**src/rtl/muldiv_pkg.sv**
```systemverilog
// rtl/muldiv_pkg.sv - shared op encodings, state codes and constants for the mul/div sequencer
package muldiv_pkg;
  localparam logic [1:0] MD_MULT  = 2'b00;
  localparam logic [1:0] MD_MULTU = 2'b01;
  localparam logic [1:0] MD_DIV   = 2'b10;
  localparam logic [1:0] MD_DIVU  = 2'b11;

  typedef logic [1:0] state_t;
  localparam state_t ST_IDLE = 2'd0;
  localparam state_t ST_MUL  = 2'd1;
  localparam state_t ST_DIV  = 2'd2;
  localparam state_t ST_DONE = 2'd3;

  localparam int          DIV_ITERS = 32;
  localparam logic [31:0] DIV0_QUOT = 32'hFFFF_FFFF;
endpackage

```
**src/rtl/muldiv_div_step.sv**
```systemverilog
// rtl/muldiv_div_step.sv - one combinational restoring-division step on {rem,quot}
module muldiv_div_step #(
  parameter int W = 32
) (
  input  logic [W-1:0] rem_i,
  input  logic [W-1:0] quot_i,
  input  logic [W-1:0] divisor_i,
  output logic [W-1:0] rem_o,
  output logic [W-1:0] quot_o
);
  logic [W:0]   rem_sh;
  logic [W-1:0] diff;

  // The shifted remainder needs one extra bit; after subtraction it always fits in W.
  always_comb begin
    rem_sh = {rem_i, quot_i[W-1]};
    diff   = rem_sh[W-1:0] - divisor_i;
    if (rem_sh >= {1'b0, divisor_i}) begin
      rem_o  = diff;
      quot_o = {quot_i[W-2:0], 1'b1};
    end else begin
      rem_o  = rem_sh[W-1:0];
      quot_o = {quot_i[W-2:0], 1'b0};
    end
  end
endmodule

```
**src/rtl/muldiv_ctrl.sv**
```systemverilog
// rtl/muldiv_ctrl.sv - execute-stage sequencer for MULT/MULTU/DIV/DIVU producing HI/LO
module muldiv_ctrl
  import muldiv_pkg::*;
#(
  parameter int DATA_W    = 32,
  parameter int DIV_ITERS = muldiv_pkg::DIV_ITERS
) (
  input  logic              clk,
  input  logic              rst,
  input  logic              startE,
  input  logic [1:0]        opE,
  input  logic [DATA_W-1:0] srcaE,
  input  logic [DATA_W-1:0] srcbE,
  input  logic              flushE,
  input  logic              stall_ext,
  output logic              stall_o,
  output logic              busy_o,
  output logic              result_valid_o,
  output logic [DATA_W-1:0] hi_o,
  output logic [DATA_W-1:0] lo_o
);
  localparam int CNT_W = $clog2(DIV_ITERS);

  state_t              state_q, state_d;
  logic [1:0]          op_q, op_d;
  logic [DATA_W-1:0]   a_q, a_d, b_q, b_d;
  logic [DATA_W-1:0]   rem_q, rem_d, quot_q, quot_d, dvs_q, dvs_d;
  logic [CNT_W-1:0]    cnt_q, cnt_d;
  logic [DATA_W-1:0]   hi_q, hi_d, lo_q, lo_d;

  logic [DATA_W-1:0]   step_rem, step_quot;
  logic [2*DATA_W-1:0] mul_a, mul_b, prod;
  logic                signed_div_e, a_neg, b_neg;

  muldiv_div_step #(.W(DATA_W)) u_step (
    .rem_i     (rem_q),
    .quot_i    (quot_q),
    .divisor_i (dvs_q),
    .rem_o     (step_rem),
    .quot_o    (step_quot)
  );

  // Sign-extending to 2W bits makes the low 2W bits of one unsigned multiply serve both ops.
  always_comb begin
    if (op_q == MD_MULT) begin
      mul_a = {{DATA_W{a_q[DATA_W-1]}}, a_q};
      mul_b = {{DATA_W{b_q[DATA_W-1]}}, b_q};
    end else begin
      mul_a = {{DATA_W{1'b0}}, a_q};
      mul_b = {{DATA_W{1'b0}}, b_q};
    end
    prod = mul_a * mul_b;
  end

  assign signed_div_e = (opE == MD_DIV);
  assign a_neg        = (op_q == MD_DIV) && a_q[DATA_W-1];
  assign b_neg        = (op_q == MD_DIV) && b_q[DATA_W-1];

  always_comb begin
    state_d = state_q;
    op_d    = op_q;
    a_d     = a_q;
    b_d     = b_q;
    rem_d   = rem_q;
    quot_d  = quot_q;
    dvs_d   = dvs_q;
    cnt_d   = cnt_q;
    hi_d    = hi_q;
    lo_d    = lo_q;
    case (state_q)
      ST_IDLE: begin
        if (startE && !flushE) begin
          op_d = opE;
          a_d  = srcaE;
          b_d  = srcbE;
          if (opE[1]) begin
            state_d = ST_DIV;
            cnt_d   = CNT_W'(DIV_ITERS - 1);
            rem_d   = '0;
            quot_d  = (signed_div_e && srcaE[DATA_W-1]) ? -srcaE : srcaE;
            dvs_d   = (signed_div_e && srcbE[DATA_W-1]) ? -srcbE : srcbE;
          end else begin
            state_d = ST_MUL;
          end
        end
      end
      ST_MUL: begin
        hi_d    = prod[2*DATA_W-1:DATA_W];
        lo_d    = prod[DATA_W-1:0];
        state_d = ST_DONE;
      end
      ST_DIV: begin
        rem_d  = step_rem;
        quot_d = step_quot;
        if (cnt_q == '0) begin
          state_d = ST_DONE;
          if (b_q == '0) begin
            hi_d = a_q;
            lo_d = DATA_W'(DIV0_QUOT);
          end else begin
            hi_d = a_neg ? -step_rem : step_rem;
            lo_d = (a_neg ^ b_neg) ? -step_quot : step_quot;
          end
        end else begin
          cnt_d = cnt_q - 1'b1;
        end
      end
      default: begin
        if (!stall_ext) state_d = ST_IDLE;
      end
    endcase
    if (flushE) state_d = ST_IDLE;
  end

  always_ff @(posedge clk) begin
    if (rst) begin
      state_q <= ST_IDLE;
      op_q    <= '0;
      a_q     <= '0;
      b_q     <= '0;
      rem_q   <= '0;
      quot_q  <= '0;
      dvs_q   <= '0;
      cnt_q   <= '0;
      hi_q    <= '0;
      lo_q    <= '0;
    end else begin
      state_q <= state_d;
      op_q    <= op_d;
      a_q     <= a_d;
      b_q     <= b_d;
      rem_q   <= rem_d;
      quot_q  <= quot_d;
      dvs_q   <= dvs_d;
      cnt_q   <= cnt_d;
      hi_q    <= hi_d;
      lo_q    <= lo_d;
    end
  end

  assign stall_o = !flushE && ((state_q == ST_IDLE && startE) ||
                               state_q == ST_MUL || state_q == ST_DIV);
  assign busy_o         = (state_q != ST_IDLE);
  assign result_valid_o = (state_q == ST_DONE);
  assign hi_o           = hi_q;
  assign lo_o           = lo_q;
endmodule
```
**config.mk**
```make
export PLATFORM = sky130hd
export DESIGN_NAME = muldiv_ctrl
export DESIGN_NICKNAME = d
export VERILOG_FILES = /design/src/rtl/muldiv_pkg.sv /design/src/rtl/muldiv_div_step.sv /design/src/rtl/muldiv_ctrl.sv
export SDC_FILE = /design/constraint.sdc
export NUM_CORES = 2
export LEC_CHECK = 0
export BUFFER_PORTS_ARGS = -buffer_cell sky130_fd_sc_hd__buf_2
export CAP_MARGIN = 20
export CORE_MARGIN = 3
export CORE_UTILIZATION = 60
export DETAILED_ROUTE_END_ITERATION = 8
export PLACE_DENSITY_LB_ADDON = 0.2
export SETUP_SLACK_MARGIN = 0.5
export SYNTH_ARGS = -nofsm -noshare
export SYNTH_HDL_FRONTEND = slang
export SYNTH_SLANG_ARGS = --single-unit
```
**constraint.sdc**
```tcl
create_clock -name clk -period 10.5 [get_ports clk]
set_input_delay 2.625 -clock clk [delete_from_list [all_inputs] [get_ports clk]]
set_output_delay 2.625 -clock clk [all_outputs]
set_load 0.1 [all_outputs]
```
==> summary.txt <==
Setup path
  • R2R Setup Slk: between 0.8 and 0.9 ns
  • Slowest stage cell on the critical path: dfxtp_1
  • Critical path buffer and inverter count: 5
  • Critical path's largest stage delay: 0.85 ns
  • Most frequent cell on the critical path: fa_1
  • Crit path max-delay family: adder cells
  • Worst setup EP type: flop
  • Reg2reg start: a_q[20]
  • Worst Path Max Fanout: 22
  • Worst R2R Path Depth: 27
  • CP arrival: 10.09 ns
  • WP data required: 10.91 ns
  • Worst path depth: 27
  • CP Launch Type: flop
  • R2R Path End: hi_o[27]
  • CP Class: reg -> reg

GRT
  • Initial antenna violation count: 6
  • Pin count of the biggest net entering global routing: 102
  • First-pass GRT wire length: between 300,000 and 400,000 microns
  • Number of global-route vias before repair: about 53,000
  • Grt total ovfl: 0
  • GRT Util Overall: 36.9%

Clock tree
  • Worst skew pair latency: approximately 0.57 ns
  • CTS tree: done
  • Sink Count: approximately 230
  • TritonCTS Buffers: 26
  • Clk buf depth: 3
  • Clk root buf: clkbuf_16
  • Clock Pin Slew Worst Setup and Hold Paths: 0.07 ns
  • H-tree lvl count: 1

Synthesis
  • Synthesized area: 62,300 sq um
  • Register area share after synthesis: 7.49%
  • Flops & latches, synth: between 200 and 250
  • Post-synth EDFFs: 0
  • Distinct cell type count after synthesis: 90
  • Synthesis warning total: 0
  • Syn Inst Count: 7,080
  • Syn Nets: 8,921
  • Ys async rst share: 0%
  • Avg Inst Size Synth: approximately 9 sq um
  • Main flop type after synthesis: dfxtp_1

Hold path
  • Min-Delay Path Class: reg -> reg
  • Hold wc startpoint: lo_o[28]
  • Min-Delay Path Depth: 2
  • Worst Hold End: lo_o[28]

Detailed routing
  • Initial DRC count: 4,227
  • Detailed Routing Iterations Pass 1: 6
  • Post-route DRC: 0
  • Final ANT Viol Nets: 0
  • Via density: 5.85
  • Total Routed Length: between 150,000 and 200,000 microns
  • Drt wl/cell: 22.9 microns
  • Routed vias: 49,124

Pwr
  • Worst vdd ir: roughly 0.00013 V
  • Power Density: about 60 nW/um^2
  • Static leakage: 0.0332 uW
  • Total power: 4000 uW

STA
  • Setup slack after layout: 0.826 ns
  • Slew @ Worst Pin: 1.13 ns
  • Setup TNS: 0 ns
  • Clk_skew: 0.0203 ns
  • Slew Limit Fails: 0
  • Fmax: between 0.1 and 0.15 GHz
  • Slew margin rel.: 24.4%
  • Endpoints failing setup: 0
  • Fin. Hold Viols: 0
  • Tmin final: 9.67 ns
  • Final worst-path cycle share: 92.1%
  • RSZ-0062 raised after global routing: yes

Floorplan
  • Ports: 138
  • Initial core utilization: 60.9%
  • Die area: 108,000 sq um
  • Die Wd: 328 microns
  • Placeable Area: between 100,000 and 150,000 sq um
  • Die height: 328 microns
  • Site Rows: roughly 120

Placed design
  • I/O Buffers: 137
  • Final GP Congestion: between 0.9 and 1
  • Worst Setup Slack post-DPL: 0.799 ns
  • DP Wirelength: ~160,000 microns
  • Placed insts: 8,345

Final layout
  • Non-filler instance count after layout: 8,396
  • Ratio of cells with drive above 1 in the final layout: around 5.5%
  • Most frequent cells in the layout: inv_1 (1,585), fa_1 (1,422), nand2_1 (930)
  • Synthesis-to-finish area growth: 5.08%
  • Nets: 8,849
  • Most common cell after layout, fill and taps aside: inv_1

Job
  • Max-cap violations: 0

Run status
  • Status: finished clean
## timing repair
item | in CTS | in global routing
setup endpoints to repair | 0 | 8
gates resized for setup | 0 | 12
hold buffers | 0 | 0
buffers inserted | 0 | 2
## sequential cells by signal, summed over array words and instances, names as in the netlist, 5 cells and up
signal and cells:
dvs_q 32, lo_o 32, cnt_q 5, hi_o 32
a_q 32, quot_q 32, rem_q 32, b_q 32
## cell families after synthesis
family                     count (synthesis)  share of synthesized area [%]
muxes                                     34                          0.560
and+or+nand+nor                         2047                           15.8
buffers and inverters                   1971                           11.9
adders and majority gates               1772                           52.8
AOI/OAI and AO/OA                        788                           8.23
xor gates and xnor gates                 235                           3.30
DFF                                      233                           7.49
## Yosys cell counts, types with 56 or more instances
cell | count | area share (%)
a21oi_1 | 263 | 2.1
a31oi_1 | 56 | 0.56
xor2_1 | 94 | 1.3
nand3_1 | 64 | 0.51
xnor2_1 | 141 | 2.0
fa_1 | 1424 | 46
o21ai_0 | 108 | 0.87
dfxtp_1 | 233 | 7.5
and2_1 | 526 | 5.3
ha_1 | 346 | 7.0
nor3_1 | 64 | 0.51
nor2_1 | 241 | 1.5
nand2_1 | 932 | 5.6
clkbuf_1 | 355 | 2.1
inv_1 | 1585 | 9.6
## worst max-delay path by stage
stage / start / endpoint
finish: a_q[20] / hi_o[27]
CTS: op_q[0] / hi_o[30]
floorplan: a_q[31] / hi_o[30]
global route: a_q[20] / hi_o[20]
global placement: b_q[14] / hi_o[27]
detailed placement: op_q[0] / hi_o[28]
## through the flow
step | cell area [sq um] | hold slack, ns | utilization (%)
after floorplan | 62300 | 0.432 | -
after global placement | 64500 | 0.437 | 63.0
after detailed placement | 64500 | 0.441 | 63.1
after CTS | 65400 | 0.449 | 63.9
after global routing | 65400 | 0.459 | 64.0
final | 65400 | 0.448 | 64.0
## final cells by class
class / count / area, sq um
multi-input cells: 4876 / 50300
repair buffers: 285 / 1980
well taps: 1368 / 1710
flip-flops and latches: 233 / 4690
clock inverters: 11 / 129
diodes: 4 / 10.0
clock buffers: 33 / 707
inverters: 1586 / 5950
fillers: 8729 / 36900
## power breakdown
part           leakage, uW  total, uW  switching (uW)  internal (uW)
Sequential         0.00190       1010            90.8            921
Combinational       0.0309       2050            1340            711
Clock             0.000406        936             411            525
## routing by layer
layer	global-route usage, %	vias up	wire (microns)
met3	4.89	642	14800
met2	60.1	2325	90900
li1	-	21262	-
met1	46.4	24895	70600
met5	0	-	0
met4	24.1	0	15900
## worst min-delay path, cell delays in order, from the launching register on
cell and delay [ns]:
dfxtp_1 0.30, nand2_1 0.05, a21oi_1 0.05
(Power assumes the default switching activity.)
